$ cat config.mk
export PLATFORM = sky130hd
export DESIGN_NAME = pc_call_ctrl_flat
export DESIGN_NICKNAME = d
export VERILOG_FILES = /design/src/rtl/pc_call_ctrl_pkg.sv /design/src/rtl/pc_call_ctrl_if.sv /design/src/rtl/pc_call_ctrl.sv /design/src/flat_wrapper.sv
export SDC_FILE = /design/constraint.sdc
export NUM_CORES = 1
export LEC_CHECK = 0
export ABC_AREA = 0
export CAP_MARGIN = 0
export CELL_PAD_IN_SITES_DETAIL_PLACEMENT = 1
export CELL_PAD_IN_SITES_GLOBAL_PLACEMENT = 1
export CORE_AREA = 3 3 146 77
export CTS_CLUSTER_SIZE = 25
export DETAILED_ROUTE_END_ITERATION = 12
export DIE_AREA = 0 0 149 80
export GPL_TIMING_DRIVEN = 1
export PLACE_DENSITY = 0.78
export SYNTH_ARGS = -nofsm -noshare
export SYNTH_HDL_FRONTEND = slang
export SYNTH_SLANG_ARGS = --single-unit
$ cat constraint.sdc
create_clock -name clk -period 2.3 [get_ports clk]
set_input_delay 0.345 -clock clk [delete_from_list [all_inputs] [get_ports clk]]
set_output_delay 0.345 -clock clk [all_outputs]
set_load 0.1 [all_outputs]
$ cat src/rtl/pc_call_ctrl_pkg.sv
// Shared CPU constants for the program-counter / call-return sequencer.
// Holds address width, fetch step, return-stack depth and the sequencer state encoding.
package cpu_pkg;

    localparam int PC_W        = 19;
    localparam int PC_STEP     = 1;
    localparam int STACK_DEPTH = 256;
    localparam int DEPTH_W     = $clog2(STACK_DEPTH + 1);

    typedef enum logic {
        ST_RUN      = 1'b0,
        ST_RET_WAIT = 1'b1
    } seq_state_e;

endpackage

$ cat src/rtl/pc_call_ctrl_if.sv
// Request/response bundle between the fetch front-end, the return-address stack
// and the PC sequencer; the sequencer takes the slave side.
interface pc_call_ctrl_if;
    import cpu_pkg::*;

    logic               stall;
    logic               jump;
    logic [PC_W-1:0]    jump_target;
    logic               call;
    logic [PC_W-1:0]    call_target;
    logic               ret;
    logic [PC_W-1:0]    ret_addr;
    logic               push;
    logic               pop;
    logic [PC_W-1:0]    push_data;
    logic [PC_W-1:0]    pc;
    logic               busy;
    logic [DEPTH_W-1:0] depth;
    logic               ovf;
    logic               unf;

    modport master (
        output stall, jump, jump_target, call, call_target, ret, ret_addr,
        input  push, pop, push_data, pc, busy, depth, ovf, unf
    );

    modport slave (
        input  stall, jump, jump_target, call, call_target, ret, ret_addr,
        output push, pop, push_data, pc, busy, depth, ovf, unf
    );

endinterface

$ cat src/rtl/pc_call_ctrl.sv
// Fetch PC sequencer: advances the PC, applies jumps and calls, and drives
// push/pop strobes to the external return-address stack.
module pc_call_ctrl
    import cpu_pkg::*;
#(
    parameter logic [PC_W-1:0] RESET_PC = '0
) (
    input  logic          clk,
    input  logic          rst,
    pc_call_ctrl_if.slave bus
);

    localparam logic [PC_W-1:0]    STEP_V = PC_W'(PC_STEP);
    localparam logic [DEPTH_W-1:0] FULL_V = DEPTH_W'(STACK_DEPTH);

    seq_state_e         state_q;
    logic [PC_W-1:0]    pc_q, pc_d;
    logic [PC_W-1:0]    pushData_q;
    logic               push_q, pop_q;
    logic [DEPTH_W-1:0] depth_q;
    logic               ovf_q, unf_q;
    logic [PC_W-1:0]    pcInc;
    logic               stackEmpty, stackFull;

    assign pcInc      = pc_q + STEP_V;
    assign stackEmpty = (depth_q == '0);
    assign stackFull  = (depth_q == FULL_V);

    // Next-PC select; dropped calls and underflowing returns fall through to a plain increment.
    always_comb begin
        pc_d = pcInc;
        if (state_q == ST_RET_WAIT) begin
            pc_d = bus.ret_addr;
        end else if (bus.stall) begin
            pc_d = pc_q;
        end else if (bus.ret) begin
            pc_d = stackEmpty ? pcInc : pc_q;
        end else if (bus.call) begin
            pc_d = stackFull ? pcInc : bus.call_target;
        end else if (bus.jump) begin
            pc_d = bus.jump_target;
        end
    end

    always_ff @(posedge clk) begin
        if (rst) begin
            state_q    <= ST_RUN;
            pc_q       <= RESET_PC;
            push_q     <= 1'b0;
            pop_q      <= 1'b0;
            pushData_q <= '0;
            depth_q    <= '0;
            ovf_q      <= 1'b0;
            unf_q      <= 1'b0;
        end else begin
            pc_q   <= pc_d;
            push_q <= 1'b0;
            pop_q  <= 1'b0;
            case (state_q)
                ST_RUN: begin
                    if (!bus.stall) begin
                        if (bus.ret) begin
                            if (!stackEmpty) begin
                                pop_q   <= 1'b1;
                                depth_q <= depth_q - 1'b1;
                                state_q <= ST_RET_WAIT;
                            end else begin
                                unf_q <= 1'b1;
                            end
                        end else if (bus.call) begin
                            if (!stackFull) begin
                                push_q     <= 1'b1;
                                pushData_q <= pcInc;
                                depth_q    <= depth_q + 1'b1;
                            end else begin
                                ovf_q <= 1'b1;
                            end
                        end
                    end
                end
                // The popped address arrives this cycle; every request is ignored until it lands.
                ST_RET_WAIT: begin
                    state_q <= ST_RUN;
                end
                default: begin
                    state_q <= ST_RUN;
                end
            endcase
        end
    end

    assign bus.pc        = pc_q;
    assign bus.push      = push_q;
    assign bus.pop       = pop_q;
    assign bus.push_data = pushData_q;
    assign bus.busy      = (state_q == ST_RET_WAIT);
    assign bus.depth     = depth_q;
    assign bus.ovf       = ovf_q;
    assign bus.unf       = unf_q;

endmodule

$ cat src/flat_wrapper.sv
// flat-port wrapper written by rule: the top's interface ports become plain ports
module pc_call_ctrl_flat import cpu_pkg::*;
#(
    parameter logic [PC_W-1:0] RESET_PC = '0
)
  (clk, rst, bus_stall, bus_jump, bus_jump_target, bus_call, bus_call_target, bus_ret, bus_ret_addr, bus_push, bus_pop, bus_push_data, bus_pc, bus_busy, bus_depth, bus_ovf, bus_unf);
  pc_call_ctrl_if bus_i ();
  input  logic clk;
  input  logic rst;
  input wire logic [$bits(bus_i.stall)-1:0] bus_stall;
  input wire logic [$bits(bus_i.jump)-1:0] bus_jump;
  input wire logic [$bits(bus_i.jump_target)-1:0] bus_jump_target;
  input wire logic [$bits(bus_i.call)-1:0] bus_call;
  input wire logic [$bits(bus_i.call_target)-1:0] bus_call_target;
  input wire logic [$bits(bus_i.ret)-1:0] bus_ret;
  input wire logic [$bits(bus_i.ret_addr)-1:0] bus_ret_addr;
  output wire logic [$bits(bus_i.push)-1:0] bus_push;
  output wire logic [$bits(bus_i.pop)-1:0] bus_pop;
  output wire logic [$bits(bus_i.push_data)-1:0] bus_push_data;
  output wire logic [$bits(bus_i.pc)-1:0] bus_pc;
  output wire logic [$bits(bus_i.busy)-1:0] bus_busy;
  output wire logic [$bits(bus_i.depth)-1:0] bus_depth;
  output wire logic [$bits(bus_i.ovf)-1:0] bus_ovf;
  output wire logic [$bits(bus_i.unf)-1:0] bus_unf;
  assign bus_i.stall = bus_stall;
  assign bus_i.jump = bus_jump;
  assign bus_i.jump_target = bus_jump_target;
  assign bus_i.call = bus_call;
  assign bus_i.call_target = bus_call_target;
  assign bus_i.ret = bus_ret;
  assign bus_i.ret_addr = bus_ret_addr;
  assign bus_push = bus_i.push;
  assign bus_pop = bus_i.pop;
  assign bus_push_data = bus_i.push_data;
  assign bus_pc = bus_i.pc;
  assign bus_busy = bus_i.busy;
  assign bus_depth = bus_i.depth;
  assign bus_ovf = bus_i.ovf;
  assign bus_unf = bus_i.unf;
  pc_call_ctrl #(.RESET_PC(RESET_PC)) u_core (.clk(clk), .rst(rst), .bus(bus_i));
endmodule
# Word level (Yosys, flattened, before mapping)
# Index checks and enable logic that the tools add are counted.
# W data, S select, Z words.
[op_classes]
addsub = 3
eq_ne = 5
mux = 16
bitwise_logic = 5
reduce_logical = 9
[op_table]
columns = ["op", "count"]
rows = [
  ["$mux W19", 7],
  ["$mux W9", 4],
  ["$add A19 B1 Y19 const B", 1],
  ["$reduce_and A5 Y1", 3],
  ["$add A9 B1 Y9 const B", 1],
  ["$eq A9 B9 Y1 const B", 1],
  ["$logic_not A9 Y1", 1],
  ["$sub A9 B1 Y9 const B", 1],
  ["$not A1 Y1", 5],
  ["$reduce_or A5 Y1", 1],
  ["$mux W1", 4],
  ["$ne A2 B2 Y1 const B", 2],
  ["$reduce_and A4 Y1", 1],
  ["$ne A3 B1 Y1 const B", 1],
  ["$ne A2 B1 Y1 const B", 1],
  ["$pmux W1 S2", 1],
  ["$reduce_and A2 Y1", 1],
  ["$reduce_bool A2 Y1", 1],
  ["$reduce_or A2 Y1", 1],
]
[word_totals]
ff_bits = 52
word_cells = 46

# Longest topological paths before layout
[depth]
depth_word = 6
depth_mapped = 8
depth_no_buf = 8

# Least setup slack after synthesis
# OpenSTA, ideal clock, no wires.
[synth_timing]
path_type = "flip-flop to flip-flop"
start = "register u_core.pc_q[0] (netlist: u_core.bus.pc[0])"
end = "register u_core.pc_q[12] (netlist: u_core.bus.pc[12])"
t_arrival_ps = 2578
setup_slack_ps = -340
path_stages_with_launch = 8
path_buffers = 0
synth_period_minus_slack_ps = 2640
cell_sequence = "dfxtp_1 -> ha_1 -> nand4_1 -> nor3_1 -> xor2_1 -> a221oi_1 -> a2111oi_2 -> a31o_1"
[synth_via]
elab_chain_len = 6
word_cells_on_any_way = 8
classes_between = "add/sub (1); mux (7)"
[synth_rtl]
columns = ["element", "line_no", "source"]
rows = [
  ["start, declared", "pc_call_ctrl.sv:17", "logic [PC_W-1:0] pc_q, pc_d;"],
  ["start signal, assigned", "pc_call_ctrl.sv:56", "pc_q <= pc_d;"],
  ["$add A19 B1 Y19 *", "pc_call_ctrl.sv:25", "assign pcInc = pc_q + STEP_V;"],
  ["$mux W19, on equally long branches", "pc_call_ctrl.sv:40, pc_call_ctrl.sv:39", ""],
  ["$mux W19", "pc_call_ctrl.sv:38", "end else if (bus.call) begin"],
  ["$mux W19 *", "pc_call_ctrl.sv:36", "end else if (bus.ret) begin"],
  ["$mux W19 *", "pc_call_ctrl.sv:34", "end else if (bus.stall) begin"],
  ["$mux W19 *", "pc_call_ctrl.sv:32", "if (state_q == ST_RET_WAIT) begin"],
]
# Every way passes the cells marked *; elsewhere a longest branch is shown, timed or not. The select of a mux whose other input is x is not followed.
# A chain may end at the register's enable or synchronous reset.

# Worst setup path in the final report
[layout_timing]
start = "input port bus_ret"
end = "register u_core.depth_q[7] (netlist: u_core.bus.depth[7])"
[layout_via]
elab_chain_len = 2
word_cells_on_any_way = 5
classes_between = "eq/ne (2); mux (1); reduce/logical (2)"
[layout_rtl]
columns = ["element", "line_no", "source"]
rows = [
  ["start, declared", "flat_wrapper.sv:15", "input wire logic [$bits(bus_i.ret)-1:0] bus_ret;"],
  ["$ne A2 B2 Y1 (no line) or $reduce_bool A2 Y1 (tied branches)", "-", ""],
  ["$reduce_and A5 Y1 (no line)", "-", ""],
  ["end signal, assigned", "pc_call_ctrl.sv:65", "depth_q <= depth_q - 1'b1;"],
  ["end signal, assigned", "pc_call_ctrl.sv:74", "depth_q <= depth_q + 1'b1;"],
  ["end, declared", "pc_call_ctrl.sv:20", "logic [DEPTH_W-1:0] depth_q;"],
]
# Several ways; a longest one is shown, not always the timed one.

==> impl_metrics.json <==
{
  "n_fill_cell": 1225,
  "synth.distinct_cells": 55,
  "synth_top_area_cell": "dfxtp_1",
  "clock_latency_ps": 300,
  "area.sequential_um2": 1050,
  "synth-edff-count": 0,
  "grt_start_max_net_pins": 24,
  "start_kind": "primary input",
  "insertedDiodeCount": 0,
  "routed_via_density": 5.27,
  "wl_um": 12600,
  "dieArea_um2": 11900,
  "grt_pass1_vias": 3697,
  "min_period_ps": 2080,
  "cellLeakagePower_nw": 1.91,
  "synth_top_area_frac": 0.318,
  "cts_hold_buffers": 0,
  "synth.net_count": 472,
  "end_kind": "flip-flop",
  "finalSetupViolCount": 0,
  "layout_commonest_cell": "buf_4",
  "timing.final.crit_share": 0.906,
  "areaGrowthSynthToFinish_pct": 48.5,
  "htree_levels": 2,
  "rsz0062_at_grt": "false",
  "dpl.hpwl_um": 9740,
  "die_w_um": 149,
  "ant_nets": 0,
  "synth_cells": 400,
  "core_um2": 10100,
  "hold_ws_ps": 463,
  "drv_slew": 0,
  "io_pins": 115,
  "skew_ps": 7.98,
  "grt_pass1_wl_um": 20000,
  "drt_first_pass_iters": 4,
  "ir_drop_uv": 668,
  "path_clk_slew_ps": 60,
  "synth-seq-cells": 51,
  "multi_input_area_um2": 2050,
  "drc": 0,
  "clk_path_buf_depth": 2,
  "cts_made_buffers": 5,
  "required_ps": 2530,
  "worst_pin_slew_ps": 551,
  "drv_cap": 0,
  "place_congestion": 0.852,
  "drive_above_1_share": 0.241,
  "relSlewSlack": 0.629,
  "hold_class": "reg2reg",
  "status": "completed",
  "fin_tns_setup_ps": 0,
  "p_per_area_nw_per_um2": 987,
  "syn_area_um2": 3210,
  "synth_top_flop_cell": "dfxtp_1",
  "ys_seq_area_frac": 0.318,
  "wl_per_cell_um": 18.7,
  "portBuffers": 114,
  "drt-initial-drc-count": 181,
  "vias": 3537,
  "crit_type": "in2reg",
  "yosys_warnings": 0,
  "cp.arrival_ps": 2320,
  "grt_overflow_total": 0,
  "final_util": 0.473,
  "clock-sinks": 51,
  "start_util": 0.319,
  "ctsResizeCount": 0,
  "grt_usage": 0.212,
  "ys_async_sr_fraction": 0,
  "stdcell_area_um2": 4770,
  "fmaxAchievable_mhz": 480,
  "placed_cell_area_um2": 4620,
  "rows": 26,
  "cts_root_buf": "clkbuf_16",
  "syn_avg_cell_area_um2": 8.04,
  "layout_common_cells": "buf_4, nor2_1, clkdlybuf4s50_1",
  "cts_tree": "built",
  "synth_area_leaders": "dfxtp_1, nor2_1, a211oi_1",
  "hold_viol": 0,
  "final_nets": 603,
  "worst-path-max-fanout": 8,
  "antenna_found_initial": 0,
  "cts_setup_buffers": 0,
  "die_y_um": 80
}
-- synth_stat cells, types with 8 or more instances --
library cell   n
a21oi_1       29
o21ai_0       25
dfxtp_1       51
nor3_1        13
a211oi_1      22
nor2_1        62
nand3_1       13
nand2_1       22
inv_1         10
clkbuf_1      14
xnor2_1       12
buf_2         10
o221ai_1       9
xor2_1        11
ha_1           8
-- power breakdown --
part / leakage, nW / internal [mW] / switching (mW)
Clock: 0.0769 / 0.509 / 0.342
Combinational: 1.41 / 0.787 / 1.82
Sequential: 0.425 / 1.05 / 0.213
-- metal layers --
layer | wire [um] | up-vias | global-route usage
met4 | 82 | 0 | 0.0347
met2 | 6190 | 72 | 0.368
met1 | 5670 | 1729 | 0.280
met5 | 0 | - | 0
met3 | 614 | 7 | 0.0414
li1 | - | 1729 | -
-- worst paths after layout --
check / start / slack [ps] / cells past startpoint / endpoint
max: bus_ret / 220 / 9 / u_core.bus.depth[7]$_SDFFE_PP0P_
min: u_core.bus.push_data[1]$_SDFFE_PP0P_ / 460 / 2 / u_core.bus.push_data[1]$_SDFFE_PP0P_
max reg2reg: u_core.bus.pc[1]$_SDFFE_PP0P_ / 240 / 7 / u_core.bus.pc[12]$_SDFFE_PP0P_
min reg2reg: u_core.bus.push_data[1]$_SDFFE_PP0P_ / 460 / 2 / u_core.bus.push_data[1]$_SDFFE_PP0P_
-- kinds of logic after synthesis --
group | Yosys count | share of synthesized area
xor gates and xnor gates | 23 | 0.0627
adders and majority gates | 9 | 0.0374
DFF | 51 | 0.318
buffers and inverters | 35 | 0.0459
and+or+nand+nor | 151 | 0.250
AOI/OAI and AO/OA | 126 | 0.271
muxes | 5 | 0.0156
-- sequential cells by signal, indices dropped and copies added, names as in the netlist --
register / flops
u_core.bus.pc: 19
u_core.bus.push_data: 19
u_core.bus.depth: 9
u_core.bus.ovf: 1
u_core.bus.pop: 1
u_core.bus.push: 1
u_core.bus.unf: 1
-- through the flow --
step	total power, mW	worst slack, ps	cells
after floorplan	3.13	15.3	400
after global placement	3.83	27.6	664
after detailed placement	3.88	-98.8	664
after CTS	4.75	218	671
after global routing	4.97	22.9	671
final	4.71	215	671
-- layout make-up --
cell class                      instances  area share
Timing Repair Buffer                  149       0.275
Tap cell                              140      0.0367
Clock inverter                          1     0.00629
Multi-Input combinational cell        314       0.428
Sequential cell                        51       0.219
Clock buffer                            6      0.0270
Inverter                               10     0.00786
-- worst max-delay path, stage by stage --
cell and delay, ps:
clkdlybuf4s50_1 570, buf_4 200, ha_1 230, a21oi_1 220, o211ai_1 170, o211ai_1 240, xnor2_1 150, mux2i_1 90
nor2_1 100
(Power assumes the default switching activity.)
==> RTL edit 1 (same flow settings) <==
`PC_W`: 19 -> 27.
--- a/src/rtl/pc_call_ctrl_pkg.sv
+++ b/src/rtl/pc_call_ctrl_pkg.sv
@@ -2,7 +2,7 @@
 // Holds address width, fetch step, return-stack depth and the sequencer state encoding.
 package cpu_pkg;
 
-    localparam int PC_W        = 19;
+    localparam int PC_W        = 27;
     localparam int PC_STEP     = 1;
     localparam int STACK_DEPTH = 256;
     localparam int DEPTH_W     = $clog2(STACK_DEPTH + 1);
Interface: changed (5 resized); port bits go from 115 to 155. No check against the original RTL was run, so the function may have changed too.
==> RTL edit 1 against the unedited design <==
  * Area after synthesis increased by 27%
  * Sequential cell count up 16
  * Routed wire length rose by 49%
  * Critical path depth did not move
  * Total power grew 31%
  * Cell area is 37% higher
  * Worst setup slack lost 0.19 ns
  * Count of clock-buffer cells in the layout up 6
  * Worst hold slack improved by 0.0082 ns
  * Critical endpoint is now u_core.bus.depth[8]$_SDFFE_PP0P_
==> RTL edit 1: results (changes against the unedited design) <==
stage,metric,value,unit,change
status,status,finished clean,,
detailed_routing,drtIter0Drc,379,,+110%
synth,synth_area_leaders,"dfxtp_1 (33%), nor2_1 (8.1%), xnor2_1 (5.6%)",,
detailed_routing,wl_per_cell,21.7,µm,+16%
worst_setup_path,critPathMaxFanout,8,,unchanged
detailed_routing,viasPerCell,5.87,,+11%
cts,h-tree-depth,3,,+1
layout,drive_gt1_share,28.9,%,+4.8 points
detailed_routing,dr.pass1.iters,5,,+1
placed_design,gp_congestion,0.909,,+6.7%
worst_setup_path,arrival,2.53,ns,+0.21 ns
power,max-vdd-ir-drop,0.784,mV,+17%
grt,grt_pass1_wl,27600,µm,+38%
synth,synth_seq_area_share,32.7,%,+0.97 points
layout,fill_cells,1194,,-2.5%
grt,grt_pass1_vias,5057,,+37%
grt,grt_antenna_before_repair,0,,unchanged
cts,insertion_delay,0.34,ns,+0.04 ns
grt,grt.total_usage,29.7,%,+8.5 points
layout,diodes,0,,unchanged
synth,synthTopCellsByCount,"nor2_1 (88), dfxtp_1 (67), a21oi_1 (32)",,
cts,root_buffer,clkbuf_16,,
min_path,min_path_type,flop to flop,,
timing,clock_skew,0.00946,ns,+0.00148 ns
synth,yosysWarnings,0,,unchanged
synth,syn-num-nets,613,,+30%
cts,clk_path_buf_depth,2,,unchanged
placed_design,portBuffers,154,,+35%
timing,slew_headroom,63.1,%,+0.25 points
synth,ys_types,62,,+13%
placed_design,post_dp_cell_area,6130,µm²,+33%
grt,grt_start_max_net_pins,37,,+54%
layout,nNetsFinal,813,,+35%
placed_design,pre_cts_slack,-0.551,ns,-0.452 ns
cts,clkSlewWorstSetupHoldPaths,0.06,ns,about the same
cts,numCtsBuffers,9,,+4
power,p_leak,2.52,nW,+32%
synth,ys_async_sr_fraction,0,%,unchanged
synth,synth_flop_cell,dfxtp_1,,
placed_design,dp_hpwl,13600,µm,+40%
-- RTL edit 1: cell count changes in the layout (fill, tap and decap cells not counted), sizes merged, moves of 6 or more --
cell and change:
buf +51, xor2 -6, nor2b -7, dfxtp +16, a211oi +7, clkbuf +6, xnor2 +14, clkdlybuf4s50 +23
nor2 +26, a221oi +8, nor3 +17
-- RTL edit 1: worst paths after layout --
path                                                            from  cells past startpoint                              endpoint  slack [ns]
worst max-delay path                                         bus_ret                      9      u_core.bus.depth[8]$_SDFFE_PP0P_        0.03
worst min-delay path            u_core.bus.push_data[1]$_SDFFE_PP0P_                      2  u_core.bus.push_data[1]$_SDFFE_PP0P_        0.47
worst max register to register      u_core.bus.depth[5]$_SDFFE_PP0P_                      6        u_core.bus.pc[20]$_SDFFE_PP0P_        0.11
worst min register to register  u_core.bus.push_data[1]$_SDFFE_PP0P_                      2  u_core.bus.push_data[1]$_SDFFE_PP0P_        0.47
-- RTL edit 1: cell type report --
type	count	area, µm²	area share [%]
Timing Repair Buffer	223	1980	30.4
Clock inverter	4	27.5	0.422
Clock buffer	12	236	3.62
Multi-Input combinational cell	401	2660	40.7
Sequential cell	67	1390	21.3
Inverter	15	56.3	0.863
Tap cell	140	175	2.69
-- RTL edit 1: critical path, stage by stage --
cell and delay, ns:
clkdlybuf4s50_1 0.56, buf_4 0.20, ha_1 0.26, o21ai_1 0.21, o21bai_2 0.12, a2111oi_4 0.35
o21bai_1 0.16, and3_1 0.18, nor3_1 0.14
-- RTL edit 1: logic make-up after synthesis --
group                      count (synthesis)  synth area share, %
and+or+nand+nor                          189                 22.5
xor gates and xnor gates                  31                 6.63
AOI/OAI and AO/OA                        165                 28.4
DFF                                       67                 32.7
muxes                                      7                 1.71
buffers and inverters                     49                 5.13
adders and majority gates                  9                 2.93
-- RTL edit 1: where the power goes --
group | switching [mW] | internal (mW) | total, mW
registers | 0.221 | 1.35 | 1.57
clock network | 0.526 | 0.731 | 1.26
logic | 2.25 | 1.09 | 3.34
-- RTL edit 1: metrics by stage --
stage / util (%) / std cells
final: 64.7 / 862
after detailed placement: 60.8 / 843
after global placement: 60.8 / 843
after CTS: 63.5 / 859
after global routing: 64.7 / 862
after floorplan: - / 517
-- RTL edit 1: timing repair --
item / CTS / global route
buffers inserted: 0 / 3
pin swaps: 0 / 3
setup endpoints to repair: 2 / 19
gates resized for setup: 3 / 20
hold buffers: 0 / 0
-- RTL edit 1: per-layer routing --
layer | vias to the layer above | share of wire [%] | track usage, %
met4 | 0 | 1.8 | 8.31
met5 | - | 0 | 0
met2 | 216 | 47 | 49.1
li1 | 2322 | - | -
met1 | 2485 | 42 | 38.7
met3 | 34 | 8.5 | 7.49
==> RTL edit 2 (same flow settings) <==
Without the edit above. Make the reset (`rst`) asynchronous in one clocked block.
--- a/src/rtl/pc_call_ctrl.sv
+++ b/src/rtl/pc_call_ctrl.sv
@@ -42,7 +42,7 @@
         end
     end
 
-    always_ff @(posedge clk) begin
+    always_ff @(posedge clk or posedge rst) begin
         if (rst) begin
             state_q    <= ST_RUN;
             pc_q       <= RESET_PC;
Function: differs if rst is asserted again (counterexample within 4 cycles, from zero or initial values and one cycle with rst high); with rst held inactive, the same outputs for 4 cycles.
==> RTL edit 2 against the unedited design <==
  * First-iteration DRC count increased by 2.2%
  * Sequential cell count unchanged
  * Sequential power increased by 25%
  * Via count decreased by 9.6%
  * Worst setup slack got worse by 0.012 ns
  * Area after synthesis decreased by 2.5%
  * Cell area decreased by 2.8%
  * Total power increased by 36%
  * Routed wire length decreased by 5.0%
  * Global-route usage decreased by 1.3 points
  * Critical path type is now flop to flop
  * Critical endpoint is now u_core.bus.pc[10]$_DFFE_PP0P_
  * Largest cell class unchanged
  * Largest power group unchanged
==> RTL edit 2: results (changes against the unedited design) <==
stage,metric,value,unit,change
worst_setup_path,arrival,2.28,ns,-0.04 ns
worst_setup_path,crit_family,simple AND/OR/NAND/NOR gates,,
synth,synth_area_leaders,"dfrtp_1 (41%), xnor2_1 (5.3%), o21ai_0 (5.0%)",,
min_path,min_path_type,primary input to asynchronous set/reset pin,,
grt,use_met2,34.0,%,-2.8 points
worst_setup_path,slowest_stage,dfrtp_2,,
power,swShare,57.1,%,+6.8 points
power,clockPowerShare,13.3,%,-4.8 points
placed_design,dp_hpwl,9310,µm,-4.4%
detailed_routing,drt_wl_total,11900,µm,-5.0%
detailed_routing,wl_met3,592,µm,-3.6%
synth,synth_flop_cell,dfrtp_1,,
worst_setup_path,reg2reg_slack,0.20,ns,-0.04 ns
synth,synthTopCellsByCount,"dfrtp_1 (51), nand2_1 (37), nor2_1 (36)",,
grt,grt_use_met3,3.80,%,-0.34 points
worst_setup_path,critPathMaxFanout,7,,-1
power,p_leak,1.95,nW,+2.0%
layout,nNetsFinal,546,,-9.5%
power,max-vdd-ir-drop,1.28,mV,+91%
timing,clock_skew,0.00462,ns,-0.00336 ns
grt,grt.total_usage,19.9,%,-1.3 points
grt,grt_start_max_net_pins,38,,+58%
status,status,finished clean,,
worst_setup_path,critical_path.max_stage_delay,0.43,ns,-0.14 ns
detailed_routing,viasPerCell,5.21,,-1.2%
placed_design,gp_congestion,0.883,,+3.6%
detailed_routing,drtIter0Drc,185,,+2.2%
worst_setup_path,cp-startpoint,u_core.bus.pc[0]$_DFFE_PP0P_,,
detailed_routing,wl_met1,5380,µm,-5.2%
worst_setup_path,worstSetupEndpoint,u_core.bus.pc[10]$_DFFE_PP0P_,,
worst_setup_path,r2r_start,u_core.bus.pc[0]$_DFFE_PP0P_,,
synth,synth_seq_area_share,40.7,%,+9.0 points
placed_design,post_dp_cell_area,4470,µm²,-3.1%
synth,ys_async_sr_fraction,100,%,+100 points
## RTL edit 2: changes by cell type after synthesis, moves of 7 or more
cell	delta
o221ai_1	-8
dfxtp_1	-51
a21oi_1	-8
xnor2_1	+7
nor3_1	-7
a211oi_1	-18
o22ai_1	+16
clkbuf_1	-9
dfrtp_1	+51
nor2_1	-26
nand2_1	+15
## RTL edit 2: per-stage QoR
stage | std cells | power, mW | setup slack, ns | hold WS [ns]
floorplan | 343 | 4.50 | -0.0161 | 0.507
global placement | 607 | 5.51 | -0.103 | 0.464
detailed placement | 607 | 5.59 | -0.246 | 0.473
CTS | 614 | 6.46 | 0.0412 | 0.338
global route | 614 | 6.74 | -0.00127 | 0.363
finish | 614 | 6.43 | 0.204 | 0.335
## RTL edit 2: timing repair
| item | CTS | global route |
|---|---|---|
| hold endpoints to repair | 0 | 0 |
| resized for setup | 0 | 2 |
| buffers inserted | 0 | 0 |
| endpoints found under the setup margin | 0 | 2 |
## RTL edit 2: cell type report
class	instances	area, µm²	area share [%]
Sequential cell	51	1290	27.9
Multi-Input combinational cell	267	1740	37.6
Clock buffer	5	125	2.69
Inverter	9	33.8	0.728
Tap cell	140	175	3.77
Timing Repair Buffer	140	1230	26.6
Clock inverter	2	37.5	0.808
## RTL edit 2: kinds of logic (layout without fill, tap and decap cells)
logic type | after synthesis | in the layout | synth area share (%)
XOR/XNOR | 25 | 25 | 6.99
AO/OA/AOI/OAI | 106 | 106 | 23.1
flip-flops | 51 | 51 | 40.7
buffers and inverters | 25 | 156 | 3.87
multiplexers | 7 | 7 | 2.48
adder cells (fa/ha/maj) | 9 | 9 | 3.83
AND/OR/NAND/NOR | 120 | 120 | 19.0
